$ cat config.mk
export PLATFORM = sky130hd
export DESIGN_NAME = ex_muldiv_unit
export DESIGN_NICKNAME = d
export VERILOG_FILES = /design/src/rtl/ex_muldiv_unit.sv
export SDC_FILE = /design/constraint.sdc
export NUM_CORES = 1
export LEC_CHECK = 0
export ABC_AREA = 1
export BUFFER_PORTS_ARGS = -buffer_cell sky130_fd_sc_hd__buf_2
export CAP_MARGIN = 20
export CORE_MARGIN = 3
export CORE_UTILIZATION = 45
export DETAILED_ROUTE_END_ITERATION = 7
export RECOVER_POWER = 100
export SLEW_MARGIN = 5
export SYNTH_ARGS = -nofsm -noshare
export SYNTH_HDL_FRONTEND = slang
export SYNTH_SLANG_ARGS = --single-unit
$ cat constraint.sdc
create_clock -name CLK -period 6.4 [get_ports CLK]
set_clock_uncertainty 0.2 [all_clocks]
set_input_delay 0.64 -clock CLK [delete_from_list [all_inputs] [get_ports CLK]]
set_output_delay 0.64 -clock CLK [all_outputs]
set_load 0.005 [all_outputs]
$ cat src/rtl/ex_muldiv_unit.sv
// ex_muldiv_unit: multi-cycle RV32M execute unit beside the integer ALU.
// It runs an iterative shift-add multiplier or a restoring divider on operand
// magnitudes and fixes up the sign when the last step is done. BUSY holds the
// pipeline while an op is accepted or calculating.
// Ports:
//   CLK          rising-edge clock
//   RESET        synchronous, active-low reset
//   START        valid M-op in ID/EX this cycle
//   FUNC3        M-extension funct3 (MUL..REMU)
//   OP1, OP2     forwarded rs1/rs2 values
//   FLUSH        kill the in-flight op
//   MEM_BUSYWAIT downstream stall; a finished result is held
//   BUSY         stall request to the hazard unit
//   RESULT       registered result
//   RESULT_VALID RESULT is final and may be captured
`timescale 1ns/1ps
module ex_muldiv_unit #(
    parameter int unsigned XLEN           = 32,
    parameter int unsigned BITS_PER_CYCLE = 1
) (
    input  logic            CLK,
    input  logic            RESET,
    input  logic            START,
    input  logic [2:0]      FUNC3,
    input  logic [XLEN-1:0] OP1,
    input  logic [XLEN-1:0] OP2,
    input  logic            FLUSH,
    input  logic            MEM_BUSYWAIT,
    output logic            BUSY,
    output logic [XLEN-1:0] RESULT,
    output logic            RESULT_VALID
);

    localparam int unsigned CW = $clog2(XLEN + 1);

    typedef enum logic [1:0] {IDLE, CALC, DONE} state_t;
    state_t state, state_next;

    logic [XLEN-1:0] hi, lo, opb;
    logic [2:0]      func;
    logic            neg_q, neg_r;
    logic [CW-1:0]   count;

    // Operand decode at acceptance
    logic            op1_signed, op2_signed, op1_neg, op2_neg;
    logic [XLEN-1:0] op1_mag, op2_mag;
    logic            div_zero, overflow, special, accept, last;
    logic [XLEN-1:0] special_result;

    always_comb begin
        op1_signed = (FUNC3 == 3'b001) || (FUNC3 == 3'b010) ||
                     (FUNC3 == 3'b100) || (FUNC3 == 3'b110);
        op2_signed = (FUNC3 == 3'b001) || (FUNC3 == 3'b100) || (FUNC3 == 3'b110);
        op1_neg    = op1_signed && OP1[XLEN-1];
        op2_neg    = op2_signed && OP2[XLEN-1];
        op1_mag    = op1_neg ? -OP1 : OP1;
        op2_mag    = op2_neg ? -OP2 : OP2;
        div_zero   = FUNC3[2] && (OP2 == '0);
        overflow   = FUNC3[2] && !FUNC3[0] && (OP2 == '1) &&
                     (OP1 == {1'b1, {(XLEN-1){1'b0}}});
        special    = div_zero || overflow;
        if (div_zero)
            special_result = FUNC3[1] ? OP1 : '1;
        else
            special_result = FUNC3[1] ? '0 : OP1;
        accept = (state == IDLE) && START && !FLUSH;
        last   = (count + CW'(BITS_PER_CYCLE)) == CW'(XLEN);
    end

    // Iteration datapath: {hi,lo} is the product accumulator for multiply,
    // or {remainder, dividend/quotient} for the restoring divider.
    logic [XLEN-1:0]   step_hi, step_lo;
    logic [XLEN:0]     sum, shifted;
    logic              ge;
    logic [2*XLEN-1:0] signed_prod;
    logic [XLEN-1:0]   quo, rem, fixed_result;

    always_comb begin
        step_hi = hi;
        step_lo = lo;
        sum     = '0;
        shifted = '0;
        ge      = 1'b0;
        for (int unsigned i = 0; i < BITS_PER_CYCLE; i++) begin
            if (func[2]) begin
                shifted = {step_hi, step_lo[XLEN-1]};
                ge      = shifted >= {1'b0, opb};
                step_hi = ge ? (shifted[XLEN-1:0] - opb) : shifted[XLEN-1:0];
                step_lo = {step_lo[XLEN-2:0], ge};
            end else begin
                sum     = {1'b0, step_hi} + (step_lo[0] ? {1'b0, opb} : '0);
                step_lo = {sum[0], step_lo[XLEN-1:1]};
                step_hi = sum[XLEN:1];
            end
        end
        signed_prod = neg_q ? -{step_hi, step_lo} : {step_hi, step_lo};
        quo         = neg_q ? -step_lo : step_lo;
        rem         = neg_r ? -step_hi : step_hi;
        if (func[2])
            fixed_result = func[1] ? rem : quo;
        else if (func[1:0] == 2'b00)
            fixed_result = signed_prod[XLEN-1:0];
        else
            fixed_result = signed_prod[2*XLEN-1:XLEN];
    end

    // State register
    always_ff @(posedge CLK) begin
        if (!RESET)
            state <= IDLE;
        else
            state <= state_next;
    end

    // Next-state logic
    always_comb begin
        state_next = state;
        unique case (state)
            IDLE: if (accept) state_next = special ? DONE : CALC;
            CALC: begin
                if (FLUSH)     state_next = IDLE;
                else if (last) state_next = DONE;
            end
            DONE: if (FLUSH || !MEM_BUSYWAIT) state_next = IDLE;
            default: state_next = IDLE;
        endcase
    end

    // Outputs
    always_comb begin
        BUSY         = accept || (state == CALC);
        RESULT_VALID = (state == DONE);
    end

    // Datapath registers
    always_ff @(posedge CLK) begin
        if (!RESET) begin
            hi     <= '0;
            lo     <= '0;
            opb    <= '0;
            func   <= '0;
            neg_q  <= 1'b0;
            neg_r  <= 1'b0;
            count  <= '0;
            RESULT <= '0;
        end else if (accept) begin
            hi    <= '0;
            lo    <= op1_mag;
            opb   <= op2_mag;
            func  <= FUNC3;
            neg_q <= op1_neg ^ op2_neg;
            neg_r <= op1_neg;
            count <= '0;
            if (special)
                RESULT <= special_result;
        end else if (state == CALC && !FLUSH) begin
            hi    <= step_hi;
            lo    <= step_lo;
            count <= count + CW'(BITS_PER_CYCLE);
            if (last)
                RESULT <= fixed_result;
        end else if (FLUSH) begin
            count <= '0;
        end
    end

endmodule

# ---- Yosys cells after proc, flatten, opt, wreduce, memory -nomap -nowiden
# Cells that the tools add are included.
dict set report totals {
  ff_bits 141
  inputBits 72
  output_inout_bits 34
}
dict set report op_classes {
  n_addsub 8
  magnitude_cmp 1
  eq_ne 13
  n_mux 29
  bitwise_logic 2
  n_reduce_logical 29
}
# cell count
set op_table {}
lappend op_table {{$mux 32} 20}
lappend op_table {{$neg 32->32} 4}
lappend op_table {{$eq 32x32->1 const B} 2}
lappend op_table {{$mux 64} 1}
lappend op_table {{$neg 64->64} 1}
lappend op_table {{$add 32x32->33} 1}
lappend op_table {{$ge 33x32->1} 1}
lappend op_table {{$logic_not 32->1} 1}
lappend op_table {{$sub 32x32->32} 1}
lappend op_table {{$mux 6} 2}
lappend op_table {{$mux 2} 5}
lappend op_table {{$logic_and 1x1->1} 9}
lappend op_table {{$logic_or 1x1->1} 8}
lappend op_table {{$add 6x1->6 const B} 1}
lappend op_table {{$eq 3x3->1 const B} 2}
lappend op_table {{$eq 6x6->1 const B} 1}
lappend op_table {{$pmux 2 s3} 1}
lappend op_table {{$reduce_and 3->1} 2}
lappend op_table {{$reduce_bool 2->1} 3}
lappend op_table {{$logic_not 2->1} 2}
lappend op_table {{$ne 2x2->1 const B} 2}
lappend op_table {{$eq 3x1->1 const B} 1}
lappend op_table {{$eq 3x2->1 const B} 1}
lappend op_table {{$logic_not 1->1} 3}
lappend op_table {{7 further kinds} 7}

# ---- Longest topological paths before layout
# Gate-level depths: netlist of the first run.
dict set report depth {
  ltp_word 10
  depth_mapped 31
  depth_no_buf 30
}

# ---- Worst setup path after synthesis of the first run
# OpenSTA, ideal clock, no wires.
dict set report synth_timing {
  kind {register -> register}
  from {reg lo[0]}
  to {reg RESULT[15]}
  arrival_ps 3413
  setup_slack_ps 2674
  stages_incl_launch_ff 28
  n_path_buf 2
  period_less_slack_ps 3726
  path_cell_list {dfxtp_1 -> clkbuf_1 -> clkbuf_1 -> nand2_1 -> inv_1 -> ha_1 -> inv_1 -> fa_1 -> inv_1 -> nand3_1 -> nand2_1 -> nand2_1 -> o211ai_1 -> nand2_1 -> nand2_1 -> nand2_1 -> nand3_1 -> nand2_1 -> nor2_1 -> nand2_1 -> nor2_1 -> nand2_2 -> o21ai_2 -> nor2_1 -> o21bai_1 -> nand2_1 -> o21ai_1 -> inv_1}
}
dict set report synth_via {
  elab_chain_cells 10
  elab_cells_between_ends 16
}
# item line
set synth_lines {}
lappend synth_lines {{from (decl)} 39} ;# logic [XLEN-1:0] hi, lo, opb;
lappend synth_lines {{from (signal assigned)} 148} ;# lo <= op1_mag;
lappend synth_lines {{from (signal assigned)} 158} ;# lo <= step_lo;
lappend synth_lines {{$mux 32} 91} ;# sum = {1'b0, step_hi} + (step_lo[0] ? {1'b0, opb} : '0);
lappend synth_lines {{$add 32x32->33} 91}
lappend synth_lines {{$mux 32} 85} ;# if (func[2]) begin
lappend synth_lines {{$neg 64->64 or $neg 32->32 (tied branches)} {96, 98}}
lappend synth_lines {{$mux 64 or $mux 32 (tied branches)} {96, 98}}
lappend synth_lines {{$mux 32 (on tied branches)} {101, 100}}
lappend synth_lines {{$mux 32 (*)} 99} ;# if (func[2])
lappend synth_lines {{$mux 32 (*)} 160} ;# if (last)
lappend synth_lines {{$mux 32 (*)} 156} ;# end else if (state == CALC && !FLUSH) begin
lappend synth_lines {{$mux 32 (*)} 146} ;# end else if (accept) begin
lappend synth_lines {{to (signal assigned)} 155} ;# RESULT <= special_result;
lappend synth_lines {{to (signal assigned)} 161} ;# RESULT <= fixed_result;
lappend synth_lines {{to (decl)} 30} ;# output logic [XLEN-1:0] RESULT,
# Every way passes the cells marked *; elsewhere a longest branch is shown, timed or not. The select of a mux whose other input is x is not followed.
# A chain may end at the register's enable or synchronous reset.

# ---- Final worst setup path of the first run
dict set report layout_timing {
  from {in RESET}
  to {reg hi[21]}
}
dict set report layout_via {
  elab_chain_cells 2
}
# item line
set layout_lines {}
lappend layout_lines {{from (decl)} 22} ;# input logic RESET,
lappend layout_lines {{$not 1->1 (no line)} --}
lappend layout_lines {{$reduce_or 2->1 (no line)} --}
lappend layout_lines {{to (signal assigned)} 157} ;# hi <= step_hi;
lappend layout_lines {{to (decl)} 39}
# No other way between the ends.

==> impl_results.html, run 1 <==
<table>
<tr><th>Metric</th><th>Value</th></tr>
<tr><th colspan="2">Layout</th></tr>
<tr><td>Number of standard cells in the final layout excluding fillers</td><td>between 3000 and 4000</td></tr>
<tr><td>Fraction of final layout cells with drive strength greater than 1</td><td>0.07152</td></tr>
<tr><td>Number of filler cells placed in the layout</td><td>4264</td></tr>
<tr><td>Nets</td><td>approximately 3400</td></tr>
<tr><td>Layout-stage area growth over the synthesis result</td><td>7.613%</td></tr>
<tr><th colspan="2">Route</th></tr>
<tr><td>Mean routed wirelength per cell</td><td>21.04 um</td></tr>
<tr><td>Highest metal used</td><td>met5</td></tr>
<tr><td>Number of vias per cell</td><td>around 6</td></tr>
<tr><td>Drt first pass iters</td><td>8</td></tr>
<tr><td>Detailed-routed wire length on met2</td><td>between 30 and 40 mm</td></tr>
<tr><td>DRC errors left</td><td>0</td></tr>
<tr><td>Number of nets still failing antenna checks after routing</td><td>0</td></tr>
<tr><td>Number of DRC markers in iteration 0</td><td>roughly 3000</td></tr>
<tr><td>Met1 routed wirelength after detailed routing</td><td>between 30 and 40 mm</td></tr>
<tr><td>Total wire length</td><td>79.03 mm</td></tr>
<tr><td>Total number of vias</td><td>between 20000 and 25000</td></tr>
<tr><td>Routed met3 length</td><td>10.49 mm</td></tr>
<tr><th colspan="2">Clock network</th></tr>
<tr><td>Root cell of the clock tree</td><td>sky130_fd_sc_hd__clkbuf_16</td></tr>
<tr><td>Worst-path clk slew</td><td>approximately 70 ps</td></tr>
<tr><td>Total of hold buffers inserted after clock tree synthesis</td><td>0</td></tr>
<tr><td>Setup Fix Bufs, Post-CTS</td><td>0</td></tr>
<tr><td>Sink Count</td><td>between 100 and 150</td></tr>
<tr><td>Clock buffers created by TritonCTS</td><td>17</td></tr>
<tr><td>Total of cells resized after clock tree synthesis</td><td>0</td></tr>
<tr><td>Maximum count of clock buffers along a single path</td><td>2</td></tr>
<tr><td>Clock latency reported for the late side of the worst-skew pair</td><td>about 480 ps</td></tr>
<tr><td>CTS tree</td><td>done</td></tr>
<tr><td>H-tree levels</td><td>4</td></tr>
<tr><th colspan="2">Logic synthesis</th></tr>
<tr><td>Proportion of register bits with asynchronous set or reset after synthesis</td><td>0</td></tr>
<tr><td>Library cell with the largest summed area after synthesis</td><td>sky130_fd_sc_hd__nand2_1</td></tr>
<tr><td>Part of the Yosys area used for sequential elements</td><td>0.1623</td></tr>
<tr><td>Synthesized area</td><td>around 17000 um2</td></tr>
<tr><td>Most used standard cells in the synthesized netlist</td><td>894 x sky130_fd_sc_hd__nand2_1, 494 x sky130_fd_sc_hd__inv_1, 324 x sky130_fd_sc_hd__nor2_1</td></tr>
<tr><td>Unique cell type count in the Yosys netlist</td><td>63</td></tr>
<tr><td>Number of enable flip-flop cells after synthesis</td><td>0</td></tr>
<tr><td>Avg Synthesized Cell Area</td><td>~5.4 um2</td></tr>
<tr><td>Count of yosys warnings during synthesis</td><td>0</td></tr>
<tr><td>Proportion of netlist area held by the largest area contributor</td><td>0.1930</td></tr>
<tr><td>Cells taking the most area after synthesis</td><td>sky130_fd_sc_hd__nand2_1 19%, sky130_fd_sc_hd__dfxtp_1 16%, sky130_fd_sc_hd__inv_1 11%, sky130_fd_sc_hd__nand3_1 7.7%, sky130_fd_sc_hd__nor2_1 7.0%</td></tr>
<tr><td>Net Count, Synth</td><td>3342</td></tr>
<tr><td>Most repeated cell in the gate-level netlist after synthesis</td><td>sky130_fd_sc_hd__nand2_1</td></tr>
<tr><td>Synth Flop Type</td><td>sky130_fd_sc_hd__dfxtp_1</td></tr>
<tr><td>Number of instances in the synthesized netlist</td><td>between 3000 and 4000</td></tr>
<tr><td>Post-synthesis sequential element count</td><td>about 140</td></tr>
<tr><th colspan="2">STA</th></tr>
<tr><td>Slew at the pin with the worst max-slew slack</td><td>3373 ps</td></tr>
<tr><td>Final period util</td><td>0.8606</td></tr>
<tr><td>Period minus WS final</td><td>about 5500 ps</td></tr>
<tr><td>Fmax</td><td>between 0.15 and 0.2 GHz</td></tr>
<tr><td>Max-slew violation count</td><td>roughly 130</td></tr>
<tr><td>Final setup violation count</td><td>0</td></tr>
<tr><td>Worst slack on hold paths</td><td>between 200 and 250 ps</td></tr>
<tr><td>Setup Total Neg Slack</td><td>0 ps</td></tr>
<tr><td>Final hold viol count</td><td>0</td></tr>
<tr><td>Slew headroom</td><td>-1.249</td></tr>
<tr><td>RSZ-0062 raised after global routing</td><td>no</td></tr>
<tr><th colspan="2">Critical path</th></tr>
<tr><td>Arrival time of the worst setup path</td><td>between 5000 and 6000 ps</td></tr>
<tr><td>Critical Path RT</td><td>~6600 ps</td></tr>
<tr><td>Setup Crit Path Kind</td><td>input pin to register</td></tr>
<tr><td>Depth of the most critical reg-to-reg path</td><td>25</td></tr>
<tr><td>Critical path capture point type</td><td>register</td></tr>
<tr><td>Crit start category</td><td>input pin</td></tr>
<tr><td>Startpoint of the worst register-to-register path</td><td>opb[9]</td></tr>
<tr><td>FF-to-FF setup slack</td><td>1020 ps</td></tr>
<tr><td>Top fanout value on the critical path</td><td>50</td></tr>
<tr><td>Endpoint of the lowest-slack register-to-register path</td><td>RESULT[6]</td></tr>
<tr><th colspan="2">Power</th></tr>
<tr><td>Pwr Density</td><td>about 200 nW/um2</td></tr>
<tr><td>VDD IR-drop max</td><td>roughly 0.00017 V</td></tr>
<tr><td>Total leakage power</td><td>9.644 nW</td></tr>
<tr><th colspan="2">Placement</th></tr>
<tr><td>Detailed-placement wirelength estimate</td><td>62.57 mm</td></tr>
<tr><td>Placed instance count</td><td>around 3700</td></tr>
<tr><td>GPL Wtd Cong</td><td>between 1 and 1.5</td></tr>
<tr><td>Port bufs</td><td>~110</td></tr>
<tr><th colspan="2">Worst hold path</th></tr>
<tr><td>Hold path depth</td><td>3</td></tr>
<tr><td>Worst hold endpoint</td><td>state[1]</td></tr>
<tr><td>Hold path start</td><td>MEM_BUSYWAIT</td></tr>
<tr><td>Class of the most critical hold timing path</td><td>input pin to register</td></tr>
<tr><th colspan="2">Global routing</th></tr>
<tr><td>GRT overflow</td><td>0</td></tr>
<tr><td>First-pass GRT wire length</td><td>118.5 mm</td></tr>
<tr><td>Global routing usage summed across all routing layers</td><td>0.3752</td></tr>
<tr><td>Largest net degree at the start of global routing</td><td>72</td></tr>
<tr><td>Via count of the first global-routing pass</td><td>about 19000</td></tr>
<tr><td>Number of antenna violations at the first check in global routing</td><td>4</td></tr>
<tr><th colspan="2">Floorplan</th></tr>
<tr><td>DIE HEIGHT</td><td>approximately 200 um</td></tr>
<tr><td>Initial core utilization</td><td>0.4594</td></tr>
<tr><td>Die span in x</td><td>202.6 um</td></tr>
<tr><td>Floorplan die area</td><td>41030 um2</td></tr>
<tr><td>Site row count</td><td>between 70 and 80</td></tr>
<tr><td>I/O pin cnt</td><td>between 100 and 150</td></tr>
<tr><td>Area of the placeable core</td><td>37840 um2</td></tr>
<tr><th colspan="2">Run</th></tr>
<tr><td>Number of maximum-capacitance constraint violations</td><td>4</td></tr>
<tr><th colspan="2">Outcome</th></tr>
<tr><td>Outcome</td><td>finished, violations left</td></tr>
<tr><td>Violated checks</td><td>capacitance limit, slew limit</td></tr>
</table>
layout by cell type, fill, tap and decap left out, types with 43 or more instances in the layout:
cell,n
sky130_fd_sc_hd__nand2_1,895
sky130_fd_sc_hd__inv_1,495
sky130_fd_sc_hd__nor2_1,324
sky130_fd_sc_hd__nand3_1,269
sky130_fd_sc_hd__o21ai_0,247
sky130_fd_sc_hd__a21oi_1,225
sky130_fd_sc_hd__dfxtp_1,139
sky130_fd_sc_hd__buf_2,83
sky130_fd_sc_hd__ha_1,70
sky130_fd_sc_hd__o22ai_1,45
sky130_fd_sc_hd__nand4_1,43
per-layer routing:
metal  track usage  up-vias
met3       0.09460      133
met4        0.1133        2
li1              -    10400
met5             0        -
met2        0.5368     1369
met1        0.5511    10010
power by group:
group	internal [mW]	switching [mW]	total (mW)
combinational	0.467	1.23	1.70
sequential	0.929	0.0437	0.973
clock	0.548	0.496	1.04
per-stage QoR:
stage	area (um2)	total power, mW	setup WS, ps	utilization
after floorplan	17390	2.120	2674	-
after global placement	18220	2.621	1586	0.4815
after detailed placement	18220	2.633	1531	0.4815
after CTS	18800	3.663	1503	0.4967
after global routing	18710	3.911	491.4	0.4943
final	18710	3.717	892.3	0.4944
cell families (layout without fill, tap and decap cells):
| group | after synthesis | count (layout) | synth area share |
|---|---|---|---|
| adders and majority gates | 72 | 72 | 0.05268 |
| DFF | 141 | 141 | 0.1623 |
| AOI/OAI and AO/OA | 618 | 618 | 0.1974 |
| and+or+nand+nor | 1679 | 1679 | 0.4164 |
| buffers and inverters | 627 | 673 | 0.1405 |
| xor gates and xnor gates | 61 | 61 | 0.03073 |
| other | 0 | 2 | 0 |
critical path, cell delays in order:
cell and delay (ps):
sky130_fd_sc_hd__buf_2 70, sky130_fd_sc_hd__clkbuf_1 1150, sky130_fd_sc_hd__clkinv_1 1100, sky130_fd_sc_hd__nor2_1 270, sky130_fd_sc_hd__clkbuf_1 940, sky130_fd_sc_hd__inv_2 800
sky130_fd_sc_hd__a21oi_1 350, sky130_fd_sc_hd__o21ai_0 160, sky130_fd_sc_hd__inv_1 130
state kept, by name (all words and copies together) (netlist names):
name / cells
func: 3
count: 6
opb: 32
lo: 32
RESULT: 32
state: 2
neg_q: 1
neg_r: 1
hi: 32
final cells by class:
cell class	instances	area, um2	area share
multi-input cells	2430	12090	0.6461
flip-flops and latches	141	2828	0.1511
inverters	513	1926	0.1029
repair buffers	128	645.6	0.03451
well taps	511	639.4	0.03417
clock buffers	17	425.4	0.02274
clock inverters	15	152.6	0.008158
diodes	2	5.005	0.0002675
how the worst max path moves through the flow:
stage                 start    endpoint  slack [ps]
global route        opb[24]  RESULT[22]         490
global placement      lo[0]  RESULT[10]        1590
floorplan             lo[0]  RESULT[15]        2670
detailed placement    lo[0]  RESULT[10]        1530
CTS                   lo[0]  RESULT[10]        1500
finish                RESET      hi[21]         890
Power figures use the tool's default switching activity.
==> inputs of run 2 (changes only) <==
--- a/config.mk
+++ b/config.mk
@@ -12,6 +12,7 @@
 export CORE_UTILIZATION = 45
 export DETAILED_ROUTE_END_ITERATION = 7
 export RECOVER_POWER = 100
+export REMOVE_ABC_BUFFERS = 1
 export SLEW_MARGIN = 5
 export SYNTH_ARGS = -nofsm -noshare
 export SYNTH_HDL_FRONTEND = slang
==> constraint.sdc (replaced) <==
create_clock -name CLK -period 6.4 [get_ports CLK]
set_clock_uncertainty 0.2 [all_clocks]
set_input_delay 0.64 -clock CLK [delete_from_list [all_inputs] [get_ports CLK]]
set_output_delay 0.64 -clock CLK [all_outputs]
set_load 0.02 [all_outputs]
==> impl_results.html, run 2 (synthesis results as in run 1) <==
<table>
<tr><th>Metric</th><th>Value</th></tr>
<tr><th colspan="2">Critical path</th></tr>
<tr><td>Startpoint of the worst register-to-register path</td><td>lo[0]</td></tr>
<tr><td>Endpoint of the lowest-slack register-to-register path</td><td>RESULT[27]</td></tr>
<tr><td>Critical Path RT</td><td>about 6600 ps</td></tr>
<tr><td>Critical path capture point type</td><td>register</td></tr>
<tr><td>Crit start category</td><td>input pin</td></tr>
<tr><td>Setup Crit Path Kind</td><td>input pin to register</td></tr>
<tr><td>Arrival time of the worst setup path</td><td>around 5800 ps</td></tr>
<tr><td>Depth of the most critical reg-to-reg path</td><td>25</td></tr>
<tr><td>FF-to-FF setup slack</td><td>roughly 800 ps</td></tr>
<tr><td>Top fanout value on the critical path</td><td>50</td></tr>
<tr><th colspan="2">Global routing</th></tr>
<tr><td>First-pass GRT wire length</td><td>between 100 and 150 mm</td></tr>
<tr><td>Number of antenna violations at the first check in global routing</td><td>3</td></tr>
<tr><td>Via count of the first global-routing pass</td><td>roughly 20000</td></tr>
<tr><td>Global routing usage summed across all routing layers</td><td>0.3800</td></tr>
<tr><td>Largest net degree at the start of global routing</td><td>a little over 70</td></tr>
<tr><td>GRT overflow</td><td>0</td></tr>
<tr><th colspan="2">Route</th></tr>
<tr><td>Total wire length</td><td>between 80 and 90 mm</td></tr>
<tr><td>DRC errors left</td><td>0</td></tr>
<tr><td>Number of vias per cell</td><td>just under 6</td></tr>
<tr><td>Total number of vias</td><td>approximately 22000</td></tr>
<tr><td>Number of DRC markers in iteration 0</td><td>2959</td></tr>
<tr><td>Mean routed wirelength per cell</td><td>roughly 21 um</td></tr>
<tr><td>Drt first pass iters</td><td>7</td></tr>
<tr><td>Number of nets still failing antenna checks after routing</td><td>0</td></tr>
<tr><th colspan="2">Layout</th></tr>
<tr><td>Number of filler cells placed in the layout</td><td>4300</td></tr>
<tr><td>Fraction of final layout cells with drive strength greater than 1</td><td>0.06689</td></tr>
<tr><td>Area taken by multi-input logic gates</td><td>approximately 12000 um2</td></tr>
<tr><td>Layout-stage area growth over the synthesis result</td><td>7.830%</td></tr>
<tr><td>Leading cell type in the layout, fill and taps excluded</td><td>sky130_fd_sc_hd__nand2_1</td></tr>
<tr><td>Post-route standard cell area excluding fillers</td><td>about 19000 um2</td></tr>
<tr><td>Most used cells in the layout excluding fill and tap cells</td><td>894 x sky130_fd_sc_hd__nand2_1, 496 x sky130_fd_sc_hd__inv_1, 327 x sky130_fd_sc_hd__nor2_1, 270 x sky130_fd_sc_hd__nand3_1, 244 x sky130_fd_sc_hd__o21ai_0</td></tr>
<tr><td>Number of standard cells in the final layout excluding fillers</td><td>about 3800</td></tr>
<tr><td>Register Area</td><td>~2800 um2</td></tr>
<tr><td>Nets</td><td>~3400</td></tr>
<tr><td>Utilization after layout</td><td>0.4954</td></tr>
<tr><th colspan="2">Outcome</th></tr>
<tr><td>Violated checks</td><td>capacitance limit, slew limit</td></tr>
<tr><td>Outcome</td><td>finished, violations left</td></tr>
<tr><th colspan="2">Power</th></tr>
<tr><td>Pwr Density</td><td>204.5 nW/um2</td></tr>
<tr><td>VDD IR-drop max</td><td>between 0.00015 and 0.0002 V</td></tr>
<tr><td>Total leakage power</td><td>a little under 10 nW</td></tr>
<tr><td>Post-route total power</td><td>between 3 and 4 mW</td></tr>
<tr><th colspan="2">Clock network</th></tr>
<tr><td>Clock buffers created by TritonCTS</td><td>17</td></tr>
<tr><td>Sink Count</td><td>around 140</td></tr>
<tr><td>Root cell of the clock tree</td><td>sky130_fd_sc_hd__clkbuf_16</td></tr>
<tr><td>Total of cells resized after clock tree synthesis</td><td>0</td></tr>
<tr><td>H-tree levels</td><td>4</td></tr>
<tr><td>Clock latency reported for the late side of the worst-skew pair</td><td>470 ps</td></tr>
<tr><td>Total of hold buffers inserted after clock tree synthesis</td><td>0</td></tr>
<tr><td>CTS tree</td><td>done</td></tr>
<tr><td>Worst-path clk slew</td><td>70 ps</td></tr>
<tr><td>Maximum count of clock buffers along a single path</td><td>2</td></tr>
<tr><td>Setup Fix Bufs, Post-CTS</td><td>0</td></tr>
<tr><th colspan="2">STA</th></tr>
<tr><td>Slew at the pin with the worst max-slew slack</td><td>slightly above 3000 ps</td></tr>
<tr><td>Final hold viol count</td><td>0</td></tr>
<tr><td>Worst slack on hold paths</td><td>245.4 ps</td></tr>
<tr><td>Slew headroom</td><td>-1.031</td></tr>
<tr><td>RSZ-0062 raised after global routing</td><td>no</td></tr>
<tr><td>Worst Slack Setup Final</td><td>roughly 750 ps</td></tr>
<tr><td>Max-slew violation count</td><td>72</td></tr>
<tr><td>Setup Total Neg Slack</td><td>0 ps</td></tr>
<tr><td>Fmax</td><td>roughly 0.18 GHz</td></tr>
<tr><td>Final setup violation count</td><td>0</td></tr>
<tr><td>Period minus WS final</td><td>roughly 5700 ps</td></tr>
<tr><td>Final period util</td><td>0.8830</td></tr>
<tr><th colspan="2">Floorplan</th></tr>
<tr><td>Site row count</td><td>between 70 and 80</td></tr>
<tr><td>I/O pin cnt</td><td>106</td></tr>
<tr><td>Die span in x</td><td>between 200 and 250 um</td></tr>
<tr><td>Initial core utilization</td><td>0.4594</td></tr>
<tr><td>Area of the placeable core</td><td>approximately 38000 um2</td></tr>
<tr><td>Floorplan die area</td><td>41030 um2</td></tr>
<tr><td>DIE HEIGHT</td><td>roughly 200 um</td></tr>
<tr><th colspan="2">Placement</th></tr>
<tr><td>Detailed-placement wirelength estimate</td><td>63.93 mm</td></tr>
<tr><td>GPL Wtd Cong</td><td>slightly above 1</td></tr>
<tr><td>Placed cell area</td><td>around 18000 um2</td></tr>
<tr><td>Post-Place Worst Slack</td><td>1434 ps</td></tr>
<tr><td>Port bufs</td><td>105</td></tr>
<tr><td>Placed instance count</td><td>between 3000 and 4000</td></tr>
<tr><th colspan="2">Worst hold path</th></tr>
<tr><td>Hold path start</td><td>MEM_BUSYWAIT</td></tr>
<tr><td>Class of the most critical hold timing path</td><td>input pin to register</td></tr>
<tr><td>Worst hold endpoint</td><td>state[1]</td></tr>
<tr><td>Hold path depth</td><td>3</td></tr>
<tr><th colspan="2">Run</th></tr>
<tr><td>Number of maximum-capacitance constraint violations</td><td>3</td></tr>
</table>
[run 2: worst max-delay path by stage]
| stage | depth (start not counted) | slack (ps) | from | endpoint |
|---|---|---|---|---|
| 6_report | 8 | 750 | RESET | opb[30] |
| 5_1_grt | 25 | 430 | lo[0] | RESULT[23] |
| 2_1_floorplan | 16 | 1060 | func[2] | RESULT[7] |
| 3_3_place_gp | 27 | 1480 | lo[0] | RESULT[13] |
| 3_5_place_dp | 27 | 1430 | lo[0] | RESULT[13] |
| 4_1_cts | 27 | 1410 | lo[0] | RESULT[13] |
[run 2: area by class of cell]
cell class | count | share of cell area
Antenna cell | 2 | 0.0002670
Inverter | 513 | 0.1027
Clock inverter | 13 | 0.009610
Tap cell | 511 | 0.03410
Sequential cell | 141 | 0.1509
Multi-Input combinational cell | 2430 | 0.6441
Timing Repair Buffer | 128 | 0.03470
Clock buffer | 19 | 0.02363
[run 2: power by group]
part / switching (mW) / internal, mW
Combinational: 1.27 / 0.466
Clock: 0.484 / 0.634
Sequential: 0.0514 / 0.930
Total: 1.80 / 2.03
[run 2: layer usage]
layer | global-route usage | vias up | share of wire | wire [um]
met5 | 0 | - | 0.00016 | 13
li1 | - | 10420 | - | -
met4 | 0.1022 | 2 | 0.028 | 2225
met2 | 0.5403 | 1242 | 0.40 | 32070
met1 | 0.5559 | 10170 | 0.44 | 35670
met3 | 0.1118 | 141 | 0.13 | 10530
[run 2: critical path: stages]
cell                       delay (ps)
sky130_fd_sc_hd__buf_2             80
sky130_fd_sc_hd__clkbuf_1        2130
sky130_fd_sc_hd__clkinv_1        1090
sky130_fd_sc_hd__nor2_1           370
sky130_fd_sc_hd__buf_4            440
sky130_fd_sc_hd__o21ai_0          150
sky130_fd_sc_hd__a21oi_1          640
sky130_fd_sc_hd__o21bai_1         210
